File: config.mk
export PLATFORM = sky130hd
export DESIGN_NAME = mem_port_arbiter
export DESIGN_NICKNAME = d
export VERILOG_FILES = /design/src/rtl/mem_port_arbiter.sv
export SDC_FILE = /design/constraint.sdc
export NUM_CORES = 1
export LEC_CHECK = 0
export ABC_AREA = 1
export CAP_MARGIN = 5
export CELL_PAD_IN_SITES_DETAIL_PLACEMENT = 0
export CELL_PAD_IN_SITES_GLOBAL_PLACEMENT = 1
export CORE_ASPECT_RATIO = 0.5
export CORE_UTILIZATION = 28
export DETAILED_ROUTE_END_ITERATION = 12
export GPL_ROUTABILITY_DRIVEN = 0
export PLACE_DENSITY = 0.82
export RECOVER_POWER = 50
export SETUP_SLACK_MARGIN = 0.3
export SLEW_MARGIN = 20
export SYNTH_ARGS = -nofsm -noshare
export SYNTH_HDL_FRONTEND = slang
export SYNTH_SLANG_ARGS = --single-unit
export TNS_END_PERCENT = 100
File: constraint.sdc
create_clock -name clk -period 3.4 [get_ports clk]
set_clock_uncertainty 0.2 [all_clocks]
set_input_delay 0.68 -clock clk [delete_from_list [all_inputs] [get_ports clk]]
set_output_delay 0.68 -clock clk [all_outputs]
set_load 0.005 [all_outputs]
File: src/rtl/mem_port_arbiter.sv
// mem_port_arbiter
//   Shares one single-ported unified memory between instruction fetch (i_*)
//   and the data port (d_*). Each access takes MEM_LAT cycles with the memory
//   inputs held stable, then a one-cycle response (RESP) pulses rvalid.
//   The data port wins collisions. When the MEM_ARB_STARVE_EN macro is
//   defined, the instruction port is forced to win after STARVE_MAX
//   consecutive data grants while i_req is pending. Without the macro, the
//   data port has strict priority and STARVE_MAX has no effect.
//
// Ports
//   clk, reset          clock, synchronous active-high reset
//   i_req/i_addr        instruction read request (held until i_gnt)
//   i_gnt/i_rvalid      grant pulse / read data valid pulse
//   i_rdata             last fetched instruction word
//   d_req/d_we/d_addr/d_wdata  data request (held until d_gnt)
//   d_gnt/d_rvalid      grant pulse / load data valid or store ack pulse
//   d_rdata             last loaded data word (unchanged by store acks)
//   m_cs/m_we/m_addr/m_wdata/m_rdata  memory interface
//   stall_if/stall_mem  pipeline hold requests
module mem_port_arbiter #(
  parameter int ADDR_W     = 32,
  parameter int DATA_W     = 32,
  parameter int MEM_LAT    = 2,
  parameter int STARVE_MAX = 3
) (
  input  logic              clk,
  input  logic              reset,
  input  logic              i_req,
  input  logic [ADDR_W-1:0] i_addr,
  output logic              i_gnt,
  output logic              i_rvalid,
  output logic [DATA_W-1:0] i_rdata,
  input  logic              d_req,
  input  logic              d_we,
  input  logic [ADDR_W-1:0] d_addr,
  input  logic [DATA_W-1:0] d_wdata,
  output logic              d_gnt,
  output logic              d_rvalid,
  output logic [DATA_W-1:0] d_rdata,
  output logic              m_cs,
  output logic              m_we,
  output logic [ADDR_W-1:0] m_addr,
  output logic [DATA_W-1:0] m_wdata,
  input  logic [DATA_W-1:0] m_rdata,
  output logic              stall_if,
  output logic              stall_mem
);

  localparam int ACC_W = (MEM_LAT > 1) ? $clog2(MEM_LAT + 1) : 1;

  typedef enum logic [1:0] {IDLE, ACCESS, RESP} state_t;

  state_t              state_q;
  logic [ACC_W-1:0]    acc_cnt_q;
  logic                port_q;     // 1 = data port owns the current access
  logic                we_q;
  logic [ADDR_W-1:0]   addr_q;
  logic [DATA_W-1:0]   wdata_q;
  logic [DATA_W-1:0]   i_rdata_q;
  logic [DATA_W-1:0]   d_rdata_q;
  logic                idle;
  logic                pick_d;
  logic                acc_last;

  // Grants are only issued out of IDLE and never while reset is held, so a
  // requester cannot consume a grant for an access that reset discards.
  assign idle = (state_q == IDLE) & ~reset;

`ifdef MEM_ARB_STARVE_EN
  localparam int STV_W = (STARVE_MAX > 1) ? $clog2(STARVE_MAX + 1) : 1;
  logic [STV_W-1:0] starve_q;
  logic             starved;
  assign starved = (starve_q == STV_W'(STARVE_MAX));
  assign pick_d  = d_req & ~(i_req & starved);
`else
  // Strict data priority; the comparison is constant-false and only keeps
  // STARVE_MAX referenced in this build.
  assign pick_d  = d_req | (STARVE_MAX < 0);
`endif

  assign d_gnt    = idle & pick_d;
  assign i_gnt    = idle & i_req & ~pick_d;
  assign acc_last = (acc_cnt_q == ACC_W'(MEM_LAT - 1));

  always_ff @(posedge clk) begin
    if (reset) begin
      state_q   <= IDLE;
      acc_cnt_q <= '0;
      i_rdata_q <= '0;
      d_rdata_q <= '0;
`ifdef MEM_ARB_STARVE_EN
      starve_q  <= '0;
`endif
    end else begin
      case (state_q)
        IDLE: begin
          if (i_gnt | d_gnt) begin
            state_q   <= ACCESS;
            acc_cnt_q <= '0;
          end
        end
        ACCESS: begin
          if (acc_last) begin
            state_q <= RESP;
            // Read data is only guaranteed on the last cycle of the window.
            if (!we_q) begin
              if (port_q) d_rdata_q <= m_rdata;
              else        i_rdata_q <= m_rdata;
            end
          end else begin
            acc_cnt_q <= acc_cnt_q + 1'b1;
          end
        end
        RESP:    state_q <= IDLE;
        default: state_q <= IDLE;
      endcase
`ifdef MEM_ARB_STARVE_EN
      if (i_gnt || (idle && !i_req)) begin
        starve_q <= '0;
      end else if (d_gnt && i_req && !starved) begin
        starve_q <= starve_q + 1'b1;
      end
`endif
    end
  end

  // Access descriptor captured at grant; only meaningful in ACCESS/RESP.
  always_ff @(posedge clk) begin
    if (i_gnt || d_gnt) begin
      port_q  <= d_gnt;
      we_q    <= d_gnt & d_we;
      addr_q  <= d_gnt ? d_addr : i_addr;
      wdata_q <= d_wdata;
    end
  end

  assign m_cs      = (state_q == ACCESS);
  assign m_we      = m_cs & we_q;
  assign m_addr    = m_cs ? addr_q  : '0;
  assign m_wdata   = m_cs ? wdata_q : '0;

  assign i_rvalid  = (state_q == RESP) & ~port_q;
  assign d_rvalid  = (state_q == RESP) &  port_q;
  assign i_rdata   = i_rdata_q;
  assign d_rdata   = d_rdata_q;

  assign stall_if  = i_req & ~i_rvalid;
  assign stall_mem = d_req & ~d_rvalid;

endmodule

==> impl_metrics.json <==
{
  "grt_max_degree": 67,
  "yosys.area.top_type": "edfxtp_1",
  "synth_edf_count": 66,
  "final_nets": 1025,
  "reg2reg_depth": 4,
  "pin_count": 269,
  "sw_frac_of_total_pct": 22.9,
  "antenna_found_initial": 0,
  "ys.flop_type": "dfxtp_1",
  "std_cell_rows": 35,
  "wl_per_cell_um": 13.7,
  "ys_seq_area_share_pct": 62.0,
  "power_density_nw_per_um2": 473,
  "cts_tree": "done",
  "cts_root_buf": "clkbuf_16",
  "clock_sinks": 134,
  "end_kind": "output port",
  "timing.slew.headroom_pct": -2.87,
  "yosys.cell_types.count": 22,
  "syn_area_um2": 5390,
  "met3_usage_pct": 3.53,
  "ys_top_cells_by_count": "nor2_1 (200), nand2_1 (102), inv_1 (76)",
  "regArea_um2": 3340,
  "die_h_um": 100,
  "diodes": 0,
  "min_path_cells": 2,
  "p_sw_uw": 963,
  "outcome": "complete, but fails checks",
  "gr-usage-met2_pct": 29.7,
  "first_pass_iters": 4,
  "port_buffers": 268,
  "post-route-period-util_pct": 91.0,
  "p_leak_uw": 0.00372,
  "drc_errors": 0,
  "synth.most_common_cell": "nor2_1",
  "grtUsageMet1_pct": 17.8,
  "start_util_pct": 29.0,
  "clk_latency_ns": 0.40,
  "cts.path.max_buffers": 2,
  "syn_inst": 628,
  "async_reset_ff_share_pct": 0,
  "drive_above_1_share_pct": 5.09,
  "required_ns": 2.52,
  "die_x_um": 198,
  "ant_nets": 0,
  "coreArea_um2": 18600,
  "fmax_mhz": 323,
  "vias_per_cell": 4.16,
  "synth.avg_cell_area_um2": 8.58,
  "cts_htree_levels": 4,
  "hp-start": "d_rdata[26]",
  "power_uw": 4200,
  "p_int_uw": 3240,
  "place_inst": 1131,
  "worst-path-max-fanout": 6,
  "cts_hold_buf": 0,
  "max-cap-violations": 1,
  "synthTopCellsByArea": "edfxtp_1 (37%), dfxtp_1 (25%), nor2_1 (14%)",
  "combPwrFrac_pct": 12.8,
  "rsz0062_at_grt": "false",
  "critPathLaunchType": "input port",
  "power.share.sequential_pct": 43.2,
  "worst-setup-path-type": "in -> out",
  "grt_pass1_vias": 4655,
  "via_count": 4833,
  "drv_slew": 67,
  "numCtsBuffers": 17,
  "syn-num-nets": 762,
  "drtIter0Drc": 145,
  "multi_input_area_um2": 1580,
  "grt.busiest_layer": "met2",
  "finalSetupTns_ns": 0,
  "areaGrowthSynthToFinish_pct": 64.7,
  "routed_wl_um": 15900,
  "finalHoldViolations": 0,
  "dieArea_um2": 19800,
  "failed_checks": "max-capacitance violations, max-slew violations",
  "layout.cells.non_filler": 1163,
  "detailed_place_hpwl_um": 11500,
  "grt_pass1_wl_um": 24200,
  "grt_overflow_total": 0,
  "synth_warnings": 0,
  "reg2reg_slack_ns": 0.85,
  "rr_endpoint": "addr_q[26]",
  "hp-class": "reg -> reg",
  "netlist.area_leader.share_pct": 36.8,
  "period_needed_ns": 3.10,
  "ir_worst_vdd_mv": 0.302,
  "setup-violations-final": 0,
  "rr_startpoint": "state_q[0]",
  "worstMarginPinSlew_ns": 1.54,
  "grt_util_all_layers_pct": 16.0,
  "pwr-share-clk_pct": 44.0,
  "nFillCells": 1848,
  "cts.clk_slew.worst_paths_ns": 0.05,
  "worstPathArrival_ns": 2.22,
  "synth-seq-cells": 134,
  "hold_path_end": "d_rdata[26]"
}
-- per-stage QoR --
step	area, µm²	util [%]	setup slack [ns]	hold WS, ns
after floorplan	5390	-	0.462	0.277
after global placement	8310	44.6	0.433	0.264
after detailed placement	8310	44.6	0.420	0.271
after CTS	8900	47.8	0.309	0.283
after global routing	8880	47.7	0.194	0.295
final	8880	47.7	0.305	0.270
-- area by class of cell --
class                           count  share of cell area (%)
Multi-Input combinational cell    382                    17.8
Tap cell                          259                    3.65
Timing Repair Buffer              276                    30.8
Inverter                           80                    3.38
Sequential cell                   134                    37.7
Clock buffer                       21                    5.34
Clock inverter                     11                    1.34
-- worst max path at each step --
stage	slack [ns]	depth (start not counted)	end	from
after floorplan	0.46	3	addr_q[0]	reset
after global placement	0.43	5	d_gnt	reset
after detailed placement	0.42	5	d_gnt	reset
after CTS	0.31	5	m_wdata[25]	state_q[1]
after global routing	0.19	5	addr_q[24]	reset
final	0.30	5	d_gnt	reset
-- power by group through the flow --
stage / Clock, µW / Sequential [µW] / Combinational [µW]
global route: 1950 / 1820 / 595
CTS: 1900 / 1810 / 561
finish: 1850 / 1810 / 538
detailed placement: 0 / 1850 / 558
global placement: 0 / 1840 / 552
floorplan: 0 / 1850 / 203
-- logic make-up (layout without fill, tap and decap cells) --
family                   after synthesis  count (layout)  share of synthesized area [%]
AND/OR/NAND/NOR                      311             311                           22.4
flip-flops                           134             134                           62.0
buffers and inverters                112             388                           8.82
AO/OA/AOI/OAI                         70              70                           6.55
adder cells (fa/ha/maj)                1               1                          0.232
-- per-layer routing --
metal	up-vias	wire length, µm	share of wire, %
met5	-	0	0
met4	0	328	2.1
met3	24	614	3.9
met2	116	8340	52
met1	2225	6630	42
li1	2468	-	-
-- worst max-delay path: stages --
cell and delay [ns]:
dlygate4sd3_1 0.57, inv_1 0.18, nand3_2 0.13, inv_1 0.09, clkdlybuf4s50_1 0.56
-- state kept, by name, summed over array words and instances (netlist names) --
name / count
addr_q: 32
d_rdata: 32
i_rdata: 32
wdata_q: 32
acc_cnt_q: 2
state_q: 2
port_q: 1
we_q: 1
-- what timing repair did --
action	4_1_cts	5_1_grt
resized for setup	0	1
buffers inserted	0	0
setup endpoints to repair	0	42
-- cells in the final DEF (no fill, tap or decap), drive strengths merged --
| master | synthesis | routed |
|---|---|---|
| buf | 14 | 4 |
| nand4 | 2 | 2 |
| bufinv | 0 | 2 |
| ha | 1 | 1 |
| edfxtp | 66 | 66 |
| a21oi | 3 | 3 |
| dlygate4sd3 | 0 | 65 |
| nor2 | 202 | 202 |
| nand3 | 3 | 3 |
| nor3 | 2 | 2 |
| o211ai | 1 | 1 |
| clkdlybuf4s50 | 0 | 203 |
| nand2 | 102 | 102 |
| dfxtp | 68 | 68 |
| clkinv | 0 | 5 |
| clkbuf | 18 | 25 |
| o21ai | 66 | 66 |
| inv | 80 | 83 |
| clkinvlp | 0 | 1 |
Power figures use the tool's default switching activity.
